$ cat config.mk
export PLATFORM = sky130hd
export DESIGN_NAME = branch_redirect_ctrl
export DESIGN_NICKNAME = d
export VERILOG_FILES = /design/src/rtl/branch_redirect_ctrl.sv
export SDC_FILE = /design/constraint.sdc
export NUM_CORES = 1
export LEC_CHECK = 0
export ABC_AREA = 0
export BUFFER_PORTS_ARGS = -buffer_cell sky130_fd_sc_hd__buf_2
export CORE_MARGIN = 8
export CORE_UTILIZATION = 45
export CTS_CLUSTER_SIZE = 14
export DETAILED_ROUTE_END_ITERATION = 8
export PLACE_DENSITY_LB_ADDON = 0.25
export SYNTH_ARGS = -nofsm -noshare
export SYNTH_HDL_FRONTEND = slang
export SYNTH_SLANG_ARGS = --single-unit
$ cat constraint.sdc
create_clock -name clk -period 1.9 [get_ports clk]
set_input_delay 0.19 -clock clk [delete_from_list [all_inputs] [get_ports clk]]
set_output_delay 0.19 -clock clk [all_outputs]
set_load 0.02 [all_outputs]
$ cat src/rtl/branch_redirect_ctrl.sv
// rtl/branch_redirect_ctrl.sv - branch resolution recovery sequencer: mispredict detect, flush, fetch redirect, counters
module branch_redirect_ctrl #(
    parameter int ADDR_WIDTH   = 32,
    parameter int FLUSH_CYCLES = 2,
    parameter int CNT_WIDTH    = 16
) (
    input  logic                  clk,
    input  logic                  reset,
    input  logic                  system_stall,
    input  logic                  br_valid,
    output logic                  br_ready,
    input  logic [ADDR_WIDTH-1:0] br_pc,
    input  logic                  br_taken,
    input  logic [ADDR_WIDTH-1:0] br_next_pc,
    input  logic                  br_pred_taken,
    input  logic [ADDR_WIDTH-1:0] br_pred_target,
    output logic                  flush,
    output logic                  branch_stall,
    output logic                  redirect_valid,
    input  logic                  redirect_ready,
    output logic [ADDR_WIDTH-1:0] redirect_pc,
    output logic [CNT_WIDTH-1:0]  branch_count,
    output logic [CNT_WIDTH-1:0]  mispredict_count
);

    typedef enum logic [1:0] {
        S_IDLE     = 2'd0,
        S_FLUSH    = 2'd1,
        S_REDIRECT = 2'd2
    } state_t;

    localparam logic [3:0]            FLUSH_LAST = 4'(FLUSH_CYCLES - 1);
    localparam logic [ADDR_WIDTH-1:0] PC_ONE     = {{(ADDR_WIDTH-1){1'b0}}, 1'b1};
    localparam logic [CNT_WIDTH-1:0]  CNT_ONE    = {{(CNT_WIDTH-1){1'b0}}, 1'b1};

    state_t                  state;
    state_t                  state_next;
    logic [3:0]              flush_cnt;
    logic                    accept;
    logic                    mispredict;
    logic [ADDR_WIDTH-1:0]   actual_pc;

    // Acceptance only depends on the registered state, so br_ready has no input path.
    assign accept     = br_valid & (state == S_IDLE) & ~system_stall;
    assign actual_pc  = br_taken ? br_next_pc : (br_pc + PC_ONE);
    assign mispredict = (br_taken != br_pred_taken) |
                        (br_taken & br_pred_taken & (br_next_pc != br_pred_target));

    always_ff @(posedge clk or negedge reset) begin
        if (!reset) begin
            state <= S_IDLE;
        end else begin
            state <= state_next;
        end
    end

    always_comb begin
        state_next     = S_IDLE;
        br_ready       = 1'b0;
        flush          = 1'b0;
        branch_stall   = 1'b0;
        redirect_valid = 1'b0;
        case (state)
            S_IDLE: begin
                br_ready   = 1'b1;
                state_next = (accept && mispredict) ? S_FLUSH : S_IDLE;
            end
            S_FLUSH: begin
                flush        = 1'b1;
                branch_stall = 1'b1;
                state_next   = (!system_stall && flush_cnt == 4'd0) ? S_REDIRECT : S_FLUSH;
            end
            S_REDIRECT: begin
                redirect_valid = 1'b1;
                branch_stall   = 1'b1;
                state_next     = redirect_ready ? S_IDLE : S_REDIRECT;
            end
            default: state_next = S_IDLE;
        endcase
    end

    always_ff @(posedge clk or negedge reset) begin
        if (!reset) begin
            flush_cnt   <= 4'd0;
            redirect_pc <= '0;
        end else if (accept && mispredict) begin
            flush_cnt   <= FLUSH_LAST;
            redirect_pc <= actual_pc;
        end else if (state == S_FLUSH && !system_stall && flush_cnt != 4'd0) begin
            flush_cnt <= flush_cnt - 4'd1;
        end
    end

    // Both counters stick at all-ones rather than wrapping.
    always_ff @(posedge clk or negedge reset) begin
        if (!reset) begin
            branch_count     <= '0;
            mispredict_count <= '0;
        end else if (accept) begin
            if (branch_count != '1) begin
                branch_count <= branch_count + CNT_ONE;
            end
            if (mispredict && mispredict_count != '1) begin
                mispredict_count <= mispredict_count + CNT_ONE;
            end
        end
    end

endmodule

==> flow_summary_export.csv <==
group,metric,value,unit
pwr,ir_drop,0.000647,V
synth,synth_top_family_by_area,"simple AND/OR/NAND/NOR gates",
pwr,power_leakage,3.10,nW
timing,slew_headroom,59.7,%
synth,synthAdderAreaFrac,2.50,%
synth,ys_ff_latch,70,
route,drtAntennaViolNets,0,
timing,period_minus_slack,1.89,ns
min_path,whs_path_depth,4,
global_routing,grt_pass1_wl,22.8,mm
global_routing,grtUsageTotal,21.7,%
timing,hold_violations,0,
synth,yosys.area.top_type,"dfrtp_1",
cts,cts_buffer_depth,2,
synth,synth-simple-area-share,19.0,%
synth,synthesis.nets,561,
synth,synthArstFlopShare,100,%
global_routing,grt_max_degree,61,
worst_setup_path,cp-start-kind,"flop",
synth,synth_area_leaders,"dfrtp_1 (39%), xnor2_1 (13%), mux2_4 (8.3%), nand2_1 (4.4%), xor2_1 (4.3%)",
cts,root_buffer,"clkbuf_8",
cts,cts_sinks,70,
synth,synth-xor-area-share,17.3,%
cts,cts_buffers,9,
finish,instances_no_fill,830,
outcome,outcome,"complete, no violations",
global_routing,antenna_found_initial,1,
finish,nFillCells,843,
synth,synth_edf_count,0,
route,via_count,4281,
place,routabilityCongestion,0.928,
route,first_pass_iters,4,
timing,fmax,530,MHz
worst_setup_path,rr_worst_depth,8,
route,drc,0,
pwr,power,6.73,mW
floorplanning,coreArea,9730,um2
place,place_ws,-0.387,ns
place,dp_hpwl,11.8,mm
worst_setup_path,crit_type,"reg2reg",
synth,ys_seq_area_share,38.9,%
route,drt_iter0_markers,149,
synth,postSynthAreaPerCell,10.0,um2
finish,layout-drive-gt1-share,47.3,%
synth,synth_mux_area_share,12.0,%
cts,h-tree-depth,3,
floorplanning,die_h,116,um
timing,slew_violations,0,
timing,setup_viol,0,
route,wire_per_inst,18.0,um
route,wl,15.0,mm
finish,finalInstanceArea,6450,um2
timing,tightest_slew,0.605,ns
worst_setup_path,endpoint_kind,"flop",
place,port_buffers,170,
timing,fin_setup_tns,0,ns
finish,multiInputGateArea,2780,um2
worst_setup_path,cp_data_required_time,2.11,ns
floorplanning,rows,36,
cts,clk_pin_slew,0.08,ns
finish,register_area,1760,um2
synth,synth_compound_area_share,7.33,%
worst_setup_path,arrival,2.10,ns
global_routing,gr-total-overflow,0,
synth,yosysWarningCount,0,
min_path,hp-class,"in2reg",
finish,nets,803,
cts,insertion_delay,0.34,ns
synth,synth_common_cells,"dfrtp_1 (70), xnor2_1 (67), nand2_1 (53)",
synth,ys.flop_type,"dfrtp_1",
synth,netlist_area,4510,um2
synth,synth_most_common_cell,"dfrtp_1",
route,viasPerCell,5.16,
global_routing,grt_pass1_vias,4452,
timing,fin_skew,0.0137,ns
timing,rsz0062_at_grt,"yes",
floorplanning,die_area,13500,um2
place,place_area,6080,um2
floorplanning,initial_core_util,46.3,%
pwr,p_per_area,1040,nW/um2
place,dp.cells,808,
finish,post-route-util,66.3,%
timing,period_share,99.3,%
synth,synth.distinct_cells,43,
job,cap_viol_max_count,0,
timing,hold_slack,0.178,ns
timing,worst_slack,0.0132,ns
finish,synthToLayoutAreaGrowth,43.1,%
synth,synth.top_cell.area_share,38.9,%
cts,cts_tree,"built",
floorplanning,dieWidth,116,um
worst_setup_path,path_max_fanout,15,
floorplanning,io_pins,171,
synth,syn_inst,449,
per-layer routing:
layer	wire length (um)	share of wire [%]	track usage (%)	vias to the layer above
met5	10	0.067	0	-
met4	240	1.6	5.36	2
met3	1170	7.8	4.45	18
met2	7650	51	40.1	161
met1	5900	39	24.8	2027
li1	-	-	-	2073
critical path: stages, from the launching register on:
cell     delay (ns)
dfrtp_1        0.39
inv_2          0.08
ha_4           0.15
nand2_4        0.05
nor2_4         0.18
and2_1         0.22
or2_4          0.20
buf_12         0.18
mux2_4         0.31
cells in the final DEF (no fill, tap or decap), drive strengths merged, types with 2 or more instances in the layout:
| cell type | instances |
|---|---|
| and3 | 8 |
| clkbuf | 10 |
| inv | 15 |
| nor2 | 18 |
| nand2b | 2 |
| ha | 9 |
| or2 | 2 |
| mux2 | 38 |
| mux2i | 2 |
| nand3 | 19 |
| and4 | 2 |
| o2111ai | 5 |
| nor4 | 10 |
| o211ai | 6 |
| nor3 | 10 |
| nand4 | 25 |
| clkinv | 2 |
| bufinv | 2 |
| nor2b | 3 |
| and2 | 5 |
| a21oi | 5 |
| xor2 | 22 |
| dfrtp | 70 |
| buf | 243 |
| xnor2 | 67 |
| o21ai | 31 |
| nand2 | 53 |
power by group:
group | internal (mW) | total, mW | switching, mW | leakage [nW]
Combinational | 1.43 | 2.99 | 1.56 | 2.11
Clock | 0.745 | 1.37 | 0.621 | 0.110
Sequential | 1.99 | 2.37 | 0.384 | 0.884
flip-flops by register name (all words and copies together) (netlist names):
| signal | flops |
|---|---|
| flush_cnt | 4 |
| branch_count | 16 |
| mispredict_count | 16 |
| state | 2 |
| redirect_pc | 32 |
final cells by class:
class	count	share of cell area (%)
Multi-Input combinational cell	352	43.1
Sequential cell	70	27.2
Timing Repair Buffer	245	23.0
Tap cell	133	2.58
Clock buffer	9	1.92
Clock inverter	7	1.47
Inverter	13	0.756
Antenna cell	1	0.0388
worst paths after layout:
| check | slack [ns] | end | from |
|---|---|---|---|
| max | 0.01 | redirect_pc[18]$_DFFE_PN0N_ | state[1]$_DFF_PN0_ |
| min reg2reg | 0.50 | branch_count[11]$_DFFE_PN0P_ | branch_count[11]$_DFFE_PN0P_ |
| max in group asynchronous | 0.92 | mispredict_count[8]$_DFFE_PN0P_ | reset |
| min in group asynchronous | 0.39 | redirect_pc[8]$_DFFE_PN0N_ | reset |
| max reg2reg | 0.01 | redirect_pc[18]$_DFFE_PN0N_ | state[1]$_DFF_PN0_ |
| min | 0.18 | state[1]$_DFF_PN0_ | redirect_ready |
what timing repair did:
item                                   in CTS  in global routing
setup buffers                               0                  3
gates resized for setup                     5                 13
cloned                                      0                  1
hold buffers                                1                  0
pin swaps                                   3                  2
endpoints found under the hold margin      42                  0
setup endpoints to repair                  29                 40
kinds of logic after synthesis:
group	count (synthesis)
fa+ha+maj	9
compound gates	53
buf+inv	27
xor+xnor	89
simple gates	161
flops	70
mux	40
No activity file was read; power rests on OpenSTA's default activity.
